==> src/rtl/stopwatch_pkg.sv <==
// Shared definitions for the stopwatch digit cells.
//   cnt_mode_t  : mode select encoding for the 0..5 digit counter
//   CNT_MAX     : largest legal digit value (modulus 6)
//   clamp_load  : maps an out-of-range parallel load value to 0
package stopwatch_pkg;

    typedef enum logic [1:0] {
        MODE_UP    = 2'b00,
        MODE_DOWN  = 2'b01,
        MODE_HOLD  = 2'b10,
        MODE_CLEAR = 2'b11
    } cnt_mode_t;

    localparam logic [2:0] CNT_MAX = 3'd5;

    // Loading 6 or 7 would leave the digit out of range, so those values become 0.
    function automatic logic [2:0] clamp_load(input logic [2:0] v);
        logic [2:0] r;
        if (v > CNT_MAX) begin
            r = 3'd0;
        end else begin
            r = v;
        end
        return r;
    endfunction

endpackage

==> src/rtl/counter_0_to_5_next.sv <==
// Next-state logic for a 0..5 digit cell (pure combinational, shared by digit cells).
// Ports:
//   q       in  3  current count
//   s       in  2  mode select (up, down, hold, clear)
//   load    in  1  parallel load enable, has priority over s
//   i       in  3  parallel load value
//   q_next  out 3  count to be registered at the next edge
module counter_0_to_5_next
    import stopwatch_pkg::*;
(
    input  logic [2:0] q,
    input  logic [1:0] s,
    input  logic       load,
    input  logic [2:0] i,
    output logic [2:0] q_next
);

    cnt_mode_t mode_s;

    assign mode_s = cnt_mode_t'(s);

    // Select the next count: load first, otherwise the requested mode.
    always_comb begin
        q_next = q;
        if (load) begin
            q_next = clamp_load(i);
        end else begin
            case (mode_s)
                MODE_UP: begin
                    if (q == CNT_MAX) begin
                        q_next = 3'd0;
                    end else begin
                        q_next = q + 3'd1;
                    end
                end
                MODE_DOWN: begin
                    if (q == 3'd0) begin
                        q_next = CNT_MAX;
                    end else begin
                        q_next = q - 3'd1;
                    end
                end
                MODE_HOLD: begin
                    q_next = q;
                end
                MODE_CLEAR: begin
                    q_next = 3'd0;
                end
                default: begin
                    q_next = 3'd0;
                end
            endcase
        end
    end

endmodule

==> src/rtl/counter_0_to_5.sv <==
// Modulo-6 digit counter (0..5) with mode select and parallel load; the
// tens-of-seconds / tens-of-minutes digit of the stopwatch.
// Ports:
//   clk    in  1  clock, rising edge
//   reset  in  1  synchronous active-high reset (beats load and mode)
//   s      in  2  mode: 00 up, 01 down, 10 hold, 11 clear
//   load   in  1  parallel load enable (beats mode)
//   i0..i2 in  1  load value bits, i0 = LSB
//   A0..A2 out 1  registered count bits, A0 = LSB
module counter_0_to_5
    import stopwatch_pkg::*;
(
    input  logic       clk,
    input  logic       reset,
    input  logic [1:0] s,
    input  logic       load,
    input  logic       i0,
    input  logic       i1,
    input  logic       i2,
    output logic       A0,
    output logic       A1,
    output logic       A2
);

    logic [2:0] q_r;
    logic [2:0] q_next_s;
    logic [2:0] load_val_s;

    assign load_val_s = {i2, i1, i0};

    counter_0_to_5_next u_next (
        .q      (q_r),
        .s      (s),
        .load   (load),
        .i      (load_val_s),
        .q_next (q_next_s)
    );

    // Count register; reset is sampled on the clock edge only.
    always_ff @(posedge clk) begin
        if (reset) begin
            q_r <= 3'd0;
        end else begin
            q_r <= q_next_s;
        end
    end

    // Outputs come straight from the register, no combinational path.
    assign {A2, A1, A0} = q_r;

endmodule

==> config.mk <==
export PLATFORM = sky130hd
export DESIGN_NAME = counter_0_to_5
export DESIGN_NICKNAME = d
export VERILOG_FILES = /design/src/rtl/stopwatch_pkg.sv /design/src/rtl/counter_0_to_5_next.sv /design/src/rtl/counter_0_to_5.sv
export SDC_FILE = /design/constraint.sdc
export NUM_CORES = 1
export LEC_CHECK = 0
export ABC_AREA = 1
export CORE_AREA = 2 2 39 41
export CTS_CLUSTER_DIAMETER = 120
export DETAILED_ROUTE_END_ITERATION = 8
export DIE_AREA = 0 0 41 43
export GPL_TIMING_DRIVEN = 0
export SLEW_MARGIN = 5
export SYNTH_ARGS = -nofsm -noshare
export SYNTH_HDL_FRONTEND = slang
export SYNTH_SLANG_ARGS = --single-unit
==> constraint.sdc <==
create_clock -name clk -period 1.22 [get_ports clk]
set_clock_uncertainty 0.1 [all_clocks]
set_input_delay 0.183 -clock clk [delete_from_list [all_inputs] [get_ports clk]]
set_output_delay 0.183 -clock clk [all_outputs]
set_load 0.01 [all_outputs]
==> results.sh <==
export IMPL_period_minus_slack_ps=1170
export IMPL_netlist_top_cell_by_area="dfxtp_1"
export IMPL_post_cts_buffers=0
export IMPL_min_period_over_period_pct=95.6
export IMPL_netlist_instances=43
export IMPL_internal_power_w=0.000278
export IMPL_cts_max_level=1
export IMPL_tns_ps=0
export IMPL_cts_hold_buf=0
export IMPL_p_seq_share_pct=30.8
export IMPL_top_regs="q_r x3"
export IMPL_finalSetupViolCount=0
export IMPL_vias=296
export IMPL_wl_um=589
export IMPL_p_total_w=0.000385
export IMPL_cpLargestDelayFamily="flip-flops"
export IMPL_avgSynthCellArea_um2=5.47
export IMPL_layout_setup_ws_ps=53.3
export IMPL_hold_violations=0
export IMPL_via_per_inst=4.05
export IMPL_dp_cells=69
export IMPL_power_density_nw_per_um2=989
export IMPL_yosysTopAreaCellShare_pct=25.5
export IMPL_seq_area_frac_synth_pct=25.5
export IMPL_io_buffers=10
export IMPL_yosysMostFrequentCell="nand2_1"
export IMPL_rr_startpoint="q_r[0]"
export IMPL_drv_cap=0
export IMPL_synth_nets=51
export IMPL_grt_pass1_wl_um=1120
export IMPL_cp_data_required_time_ps=940
export IMPL_peakVddDrop_v=0.000433
export IMPL_slew_violations=0
export IMPL_critPathKind="reg -> out"
export IMPL_synth_cell_types=10
export IMPL_gp_congestion=0.786
export IMPL_clock_latency_ps=230
export IMPL_crit_chain="dlygate4sd2_1"
export IMPL_first_global_vias=290
export IMPL_status="finished, final reports clean"
export IMPL_path_max_fanout=6
export IMPL_netlist_area_um2=235
export IMPL_hold_depth=4
export IMPL_die_y_um=43
export IMPL_grt_max_degree=7
export IMPL_switching_power_w=0.000107
export IMPL_antenna_found_initial=0
export IMPL_pwr_share_comb_pct=24.5
export IMPL_insertedDiodeCount=0
export IMPL_yosysWarnings=0
export IMPL_core_um2=1380
export IMPL_max_stage_delay_ps=370
export IMPL_drc_errors=0
export IMPL_hpwl_um=468
export IMPL_cts_buffers=3
export IMPL_max_flop_register="q_r"
export IMPL_utilization_pct=28.1
export IMPL_ff2ff_setup_slack_ps=150
export IMPL_drtPass1Iterations=4
export IMPL_clockPowerShare_pct=44.6
export IMPL_worstHoldPathType="in -> reg"
export IMPL_min_from="load"
export IMPL_initialDrtViolationCount=8
export IMPL_die_w_um=41
export IMPL_grt_overflow=0
export IMPL_ys_ff_latch=3
export IMPL_io_pins=11
export IMPL_cts_sinks=3
export IMPL_stdcell_count=73
export IMPL_rsz0062_at_grt="false"
export IMPL_cts_tree="yes"
export IMPL_cp_start_kind="flip-flop"
export IMPL_synth_edf_count=0
export IMPL_cp_slowest_cell="dfxtp_2"
export IMPL_min_to="q_r[0]"
export IMPL_start_util_pct=17.0
export IMPL_syn2layout_area_growth_pct=65.4
export IMPL_tightest_slew_ps=262
export IMPL_crit_buf_inv=1
export IMPL_clockBufferDepth=2
export IMPL_async_reset_ff_share_pct=0
export IMPL_cts_root_buf="clkbuf_4"
export IMPL_dpl_worst_slack_ps=-235
export IMPL_cp_arrival_ps=880
export IMPL_rows=14
export IMPL_p_leak_nw=0.207
export IMPL_largest_reg_flops=3
export IMPL_synth_area_leaders="dfxtp_1 (26%), nand2_1 (18%), nand3_1 (13%)"
export IMPL_synth_common_cells="nand2_1 (11), inv_1 (8), nor2_1 (7)"
export IMPL_crit_path_end_kind="output port"
export IMPL_grt_usage_pct=9.32
export IMPL_reg2regPathDepth=7
export IMPL_worstReg2RegEnd="q_r[2]"
export IMPL_cts_clk_slew_worst_paths_ps=40
export IMPL_fmax_ghz=0.857
export IMPL_drive_above_1_share_pct=15.8
export IMPL_maxSlewHeadroom_pct=82.4
export IMPL_nets=66
export IMPL_ant_nets=0
export IMPL_die_area_um2=1760
export IMPL_p_sw_share_pct=27.8
export IMPL_yosys_most_used_dff="dfxtp_1"
export IMPL_wire_per_inst_um=8.07
==> layout by cell type, fill, tap and decap left out <==
| cell | synthesis | layout |
|---|---|---|
| nor2_1 | 7 | 7 |
| dfxtp_2 | 0 | 3 |
| o31ai_1 | 1 | 1 |
| nand2_2 | 1 | 1 |
| inv_1 | 8 | 8 |
| clkbuf_1 | 0 | 1 |
| dlygate4sd2_1 | 0 | 3 |
| a21oi_2 | 1 | 1 |
| nand3_2 | 0 | 1 |
| nand2_1 | 11 | 11 |
| o21ai_1 | 0 | 1 |
| nand3_1 | 6 | 5 |
| o21ai_0 | 3 | 2 |
| dlymetal6s2s_1 | 0 | 1 |
| clkdlybuf4s50_1 | 0 | 6 |
| a21oi_1 | 2 | 2 |
| clkbuf_4 | 0 | 3 |
==> per-stage QoR <==
stage          hold WS, ps  area [um2]
6_report               300         389
5_1_grt                341         389
4_1_cts                395         379
3_5_place_dp           490         355
3_3_place_gp           497         355
2_1_floorplan          155         235
==> cell type report <==
class / instances / area [um2]
fill: 159 / 995
sequential: 3 / 63.8
timing repair buffer: 10 / 98.8
inverter: 8 / 30.0
multi-input combinational: 32 / 150
tap: 16 / 20.0
clock buffer: 4 / 26.3
==> repair_timing <==
action | CTS | global route
hold endpoints to repair | 0 | 0
cloned | 0 | 0
endpoints found under the setup margin | 3 | 5
gates resized for setup | 4 | 5
==> worst max-delay path by stage <==
stage / startpoint / endpoint / slack (ps) / cells after the start
finish: q_r[0] / A0 / 50 / 1
global route: s[0] / q_r[1] / 0.005 / 7
CTS: q_r[1] / A1 / 5 / 1
detailed placement: load / q_r[2] / -230 / 6
global placement: load / q_r[2] / -250 / 6
floorplan: q_r[0] / q_r[2] / 130 / 7
==> metal layers <==
| metal | vias up | part of all wire (%) | routed length, um | GRT usage, % |
|---|---|---|---|---|
| li1 | 165 | - | - | - |
| met1 | 128 | 44 | 262 | 10.9 |
| met2 | 3 | 53 | 311 | 14.7 |
| met3 | 0 | 2.4 | 14 | 1.57 |
| met4 | 0 | 0 | 0 | 6.00 |
| met5 | - | 0 | 0 | 0 |
==> kinds of logic after synthesis <==
| family | count (synthesis) | share of synthesized area [%] |
|---|---|---|
| AO/OA/AOI/OAI | 7 | 17.6 |
| AND/OR/NAND/NOR | 25 | 44.2 |
| buffers and inverters | 8 | 12.8 |
| flip-flops | 3 | 25.5 |
==> power groups by stage <==
| stage | clock [W] | sequential, W | combinational (W) |
|---|---|---|---|
| after global routing | 0.000193 | 0.000121 | 0.000108 |
| after CTS | 0.000184 | 0.000117 | 0.0000942 |
| after floorplan | 0 | 0.000120 | 0.0000463 |
| final | 0.000172 | 0.000119 | 0.0000944 |
| after global placement | 0 | 0.000119 | 0.0000981 |
| after detailed placement | 0 | 0.000119 | 0.0000986 |
(Power assumes the default switching activity.)
